### src/rtl/accumulator_pkg.sv
// accumulator_pkg: shared state encoding for the accumulator
package accumulator_pkg;
  typedef enum logic [1:0] {IDLE, ACCUM, HOLD} state_t;
endpackage

### src/rtl/accumulator_adder.sv
// adder: signed a+b with one guard bit, arithmetically scaled down by OUT_SCALE (assumes A_WIDTH >= B_WIDTH)
module adder #(
  parameter int A_WIDTH = 32,
  parameter int B_WIDTH = 17,
  parameter int OUT_SCALE = 0
) (
  input  logic signed [A_WIDTH-1:0] a,
  input  logic signed [B_WIDTH-1:0] b,
  output logic signed [A_WIDTH:0]   sum
);
  logic signed [A_WIDTH:0] full;
  assign full = (A_WIDTH+1)'(a) + (A_WIDTH+1)'(b);
  assign sum = full >>> OUT_SCALE;
endmodule

### src/rtl/accumulator.sv
// accumulator: sums cfg_len signed terms into one result; define ACCUMULATOR_SAT_EN to clamp instead of wrap
module accumulator
  import accumulator_pkg::*;
#(
  parameter int IN_WIDTH = 17,
  parameter int ACC_WIDTH = 32,
  parameter int LEN_WIDTH = 8
) (
  input  logic                        clk,
  input  logic                        rst,
  input  logic [LEN_WIDTH-1:0]        cfg_len,
  input  logic                        in_valid,
  output logic                        in_ready,
  input  logic signed [IN_WIDTH-1:0]  in_data,
  output logic                        out_valid,
  input  logic                        out_ready,
  output logic signed [ACC_WIDTH-1:0] out_data,
  output logic                        out_sat
);
  state_t state, state_n;
  logic signed [ACC_WIDTH-1:0] acc, acc_n, upd;
  logic signed [ACC_WIDTH:0] sum;
  logic [LEN_WIDTH-1:0] cnt, cnt_n, len, len_n;
  logic sat, sat_n, ovf;
  adder #(.A_WIDTH(ACC_WIDTH), .B_WIDTH(IN_WIDTH), .OUT_SCALE(0)) u_add (
    .a(acc), .b(in_data), .sum(sum)
  );
`ifdef ACCUMULATOR_SAT_EN
  // guard bit disagreeing with the sign bit means the true sum left the ACC_WIDTH range
  assign ovf = sum[ACC_WIDTH] != sum[ACC_WIDTH-1];
  assign upd = ovf ? {sum[ACC_WIDTH], {(ACC_WIDTH-1){~sum[ACC_WIDTH]}}} : sum[ACC_WIDTH-1:0];
`else
  assign ovf = 1'b0;
  assign upd = ACC_WIDTH'(sum);
`endif
  assign in_ready = state != HOLD;
  assign out_valid = state == HOLD;
  assign out_data = acc;
  assign out_sat = sat;
  always_comb begin
    state_n = state;
    acc_n = acc;
    cnt_n = cnt;
    len_n = len;
    sat_n = sat;
    case (state)
      IDLE: if (in_valid) begin
        acc_n = ACC_WIDTH'(in_data);
        cnt_n = LEN_WIDTH'(1);
        len_n = cfg_len == '0 ? LEN_WIDTH'(1) : cfg_len;
        sat_n = 1'b0;
        state_n = len_n == LEN_WIDTH'(1) ? HOLD : ACCUM;
      end
      ACCUM: if (in_valid) begin
        acc_n = upd;
        cnt_n = cnt + 1'b1;
        sat_n = sat | ovf;
        state_n = cnt_n == len ? HOLD : ACCUM;
      end
      HOLD: state_n = out_ready ? IDLE : HOLD;
      default: state_n = IDLE;
    endcase
  end
  always_ff @(posedge clk) begin
    if (rst) begin
      state <= IDLE;
      acc <= '0;
      cnt <= '0;
      len <= '0;
      sat <= 1'b0;
    end else begin
      state <= state_n;
      acc <= acc_n;
      cnt <= cnt_n;
      len <= len_n;
      sat <= sat_n;
    end
  end
endmodule
### config.mk
export PLATFORM = sky130hd
export DESIGN_NAME = accumulator
export DESIGN_NICKNAME = d
export VERILOG_FILES = /design/src/rtl/accumulator_pkg.sv /design/src/rtl/accumulator_adder.sv /design/src/rtl/accumulator.sv
export SDC_FILE = /design/constraint.sdc
export NUM_CORES = 1
export LEC_CHECK = 0
export ABC_AREA = 1
export CAP_MARGIN = 15
export CORE_ASPECT_RATIO = 1.25
export CORE_MARGIN = 2
export CORE_UTILIZATION = 45
export CTS_BUF_LIST = sky130_fd_sc_hd__clkbuf_4
export DETAILED_ROUTE_END_ITERATION = 12
export PLACE_DENSITY = 0.68
export SKIP_CTS_REPAIR_TIMING = 1
export SYNTH_ARGS = -nofsm -noshare
export SYNTH_HDL_FRONTEND = slang
export SYNTH_SLANG_ARGS = --single-unit
### constraint.sdc
create_clock -name clk -period 2.2 [get_ports clk]
set_clock_uncertainty 0.15 [all_clocks]
set_input_delay 0.22 -clock clk [delete_from_list [all_inputs] [get_ports clk]]
set_output_delay 0.22 -clock clk [all_outputs]
set_load 0.005 [all_outputs]
==> summary.txt <==
Synthesis
  • Register area share after synthesis: 0.2126
  • Synth Flop Type: dfxtp_1
  • Post-Synth XOR/XNOR Area: 0.02232
  • Async set-or-reset flop fraction in the synthesized netlist: 0
  • Synth Area in Compound Gates: 0.1395
  • Post-synth design cell area: 4708 um2
  • Post-Syn Nets: 892
  • Syn Area/Cell: 5.673 um2
  • Post-synth EDFFs: 0
  • Synthesized-area fraction occupied by and/or/nand/nor cells: 0.3991
  • #FFs+latches synth: 50
  • Mux contribution to synthesized area: 0
  • Post-synth top area share: 0.2184
  • Adder-Cell Fraction of Synth Area: 0.08929
  • Area contributors post-synth: nand2_1 22%, dfxtp_1 21%, inv_1 12%
  • Yosys warns: 0
  • Largest family of logic cells by synthesized area: simple AND/OR/NAND/NOR gates
  • Cells after Synth: 830
  • Synth cell types: 35
  • Post-synth top area cell: nand2_1

Timing
  • Setup TNS: 0 ns
  • Slew Viols, Final: 0
  • Final setup vio count: 0
  • Min Tclk post-route: 2.031 ns
  • Max_slew headroom: 0.5965
  • Top achievable clock speed: 492.3 MHz
  • Slew @ Worst Pin: 0.5998 ns
  • RSZ-0062 raised after global routing: no
  • Final Cycle Share: 0.9234
  • Final hold vios: 0

Finish
  • P&R area growth vs syn: 24.63%
  • Most common cell after layout, fill and taps aside: nand2_1
  • Antenna cells: 0
  • Most frequent cells in the layout: 272 x nand2_1, 146 x inv_1, 78 x nor2_1, 64 x a21oi_1, 62 x clkdlybuf4s50_1
  • Final layout net count: 988
  • Share of cells above drive strength 1: 0.1133
  • Non-filler cells, final: 1056

Clock tree
  • Clock sinks: 50
  • Latest clock arrival within the worst-skew pair: 0.42 ns
  • TritonCTS clock tree: yes
  • Clock slew at reported path FFs: 0.18 ns
  • Cts bufs inserted: 5
  • # H-tree levels: 2
  • CTS Buffer Depth: 2
  • Clock Tree Root: clkbuf_4

Placed design
  • RePlAce Congestion: 0.9374
  • Input/output buffers: 62
  • Placed Cells incl. Taps: 1046
  • Detail Placement HPWL: 11130 um

Critical path
  • WS Path Type: flop to flop
  • CP arrival: 2.20 ns
  • Worst Path Required: 2.37 ns
  • Crit path to: out_data[4]$_SDFFE_PP0P_
  • Worst setup path start: out_data[0]$_SDFFE_PP0P_
  • Path depth of the worst reg2reg path: 9
  • Startpoint types: flop
  • R2R Path Start: out_data[0]$_SDFFE_PP0P_
  • Max FO, Critical Path: 3
  • R2R Path End: out_data[4]$_SDFFE_PP0P_
  • Worst setup EP type: flop
  • Register-to-register setup slack: 0.17 ns

Floorplanning
  • Initial Util: 0.4635
  • Io pins: 64
  • Num rows: 41
  • Die W: 95.49 um
  • CORE AREA: 10160 um2
  • DIE HEIGHT: 118.4 um
  • Die area: 11300 um2

Power and ir drop
  • Lkg Pwr: 3.114 nW
  • PD cells: 478.0 nW/um2
  • Power, Total: 2.805 mW
  • Maximum vdd drop: 0.2485 mV

Drt
  • Vias per cell: 4.948
  • Drt wl/cell: 13.27 um
  • 1st-iter DRT viols: 218
  • DRT antenna net count: 0
  • Met2 routed WL: 7101 um
  • Final WL: 14010 um
  • Vias post-DR: 5225
  • Met1 Routed Length: 5922 um
  • TritonRoute pass-1 iters: 4
  • Highest metal layer with signal wires: met4
  • DRC Markers: 0
  • Routed length on met3: 471 um

GRT
  • GR Util All Layers: 0.2584
  • First-pass GRT wire length: 23380 um
  • Largest net degree at the start of global routing: 31
  • Vias in the first global route: 5155
  • Initial antenna violation count: 0
  • GRT overflow: 0

Min path
  • Worst Hold Path Cells: 3
  • Worst Hold Class: input port to flop

Outcome
  • Status: complete, no violations

Run
  • Max_cap viols: 0
-- synthesized netlist by cell type (all sizes together), types with 2 or more instances --
master  count
o22ai       2
ha         32
o21ai      41
nand3      53
xnor2       3
nand4       3
o21bai      3
nand2     288
buf         7
nor3        6
xor2        9
clkbuf     10
a21oi      72
nand3b      5
nor2       85
a21o        2
inv       151
dfxtp      50
-- metrics by stage --
step	setup WS (ns)	hold slack [ns]	utilization	instance area [um2]
2_1_floorplan	0.2302	0.1391	-	4708
3_3_place_gp	-0.2726	0.3092	0.5666	5756
3_5_place_dp	-0.2946	0.3193	0.5666	5756
4_1_cts	0.01876	0.1696	0.5729	5819
5_1_grt	0.001239	0.1727	0.5777	5868
6_report	0.1686	0.1880	0.5777	5868
-- final cells by class --
type,instances,area [um2]
clock buffers,5,37.54
clock inverters,3,26.28
fillers,1067,4289
inverters,151,566.8
multi-input cells,612,3098
flip-flops and latches,50,1002
well taps,129,161.4
repair buffers,106,975.9
-- layer usage --
metal	global-route usage	vias to the layer above
met5	0	-
met4	0.1152	0
met3	0.03697	26
met2	0.4639	92
met1	0.2952	2344
li1	-	2763
-- worst min path at each step --
stage | startpoint | endpoint | slack, ns
finish | cfg_len[4] | len[4]$_SDFFE_PP0P_ | 0.19
global route | cfg_len[1] | len[1]$_SDFFE_PP0P_ | 0.17
CTS | cfg_len[4] | len[4]$_SDFFE_PP0P_ | 0.17
detailed placement | len[3]$_SDFFE_PP0P_ | len[3]$_SDFFE_PP0P_ | 0.32
global placement | len[0]$_SDFFE_PP0P_ | len[0]$_SDFFE_PP0P_ | 0.31
floorplan | rst | cnt[5]$_SDFFE_PP0P_ | 0.14
-- power by group --
part           internal, mW  switching (mW)
Combinational         0.542           0.708
Clock                 0.136           0.385
Sequential            0.975          0.0602
Total                  1.65            1.15
-- logic make-up after synthesis --
kind of cell	Yosys count
AO/OA/AOI/OAI	122
buffers and inverters	168
flip-flops	50
AND/OR/NAND/NOR	444
other	1
XOR/XNOR	12
adder cells (fa/ha/maj)	33
-- critical path, cell delays in order, from the launching register on --
cell	delay, ns
dfxtp_2	0.37
ha_2	0.18
fa_2	0.42
nand3_2	0.09
nand3_2	0.10
buf_4	0.15
buf_4	0.12
xor2_1	0.13
o21ai_0	0.15
a21oi_1	0.08
-- sequential cells by signal, summed over array words and instances, names as in the netlist --
register / flops
state: 2
cnt: 8
len: 8
out_data: 32
Power figures use the tool's default switching activity.
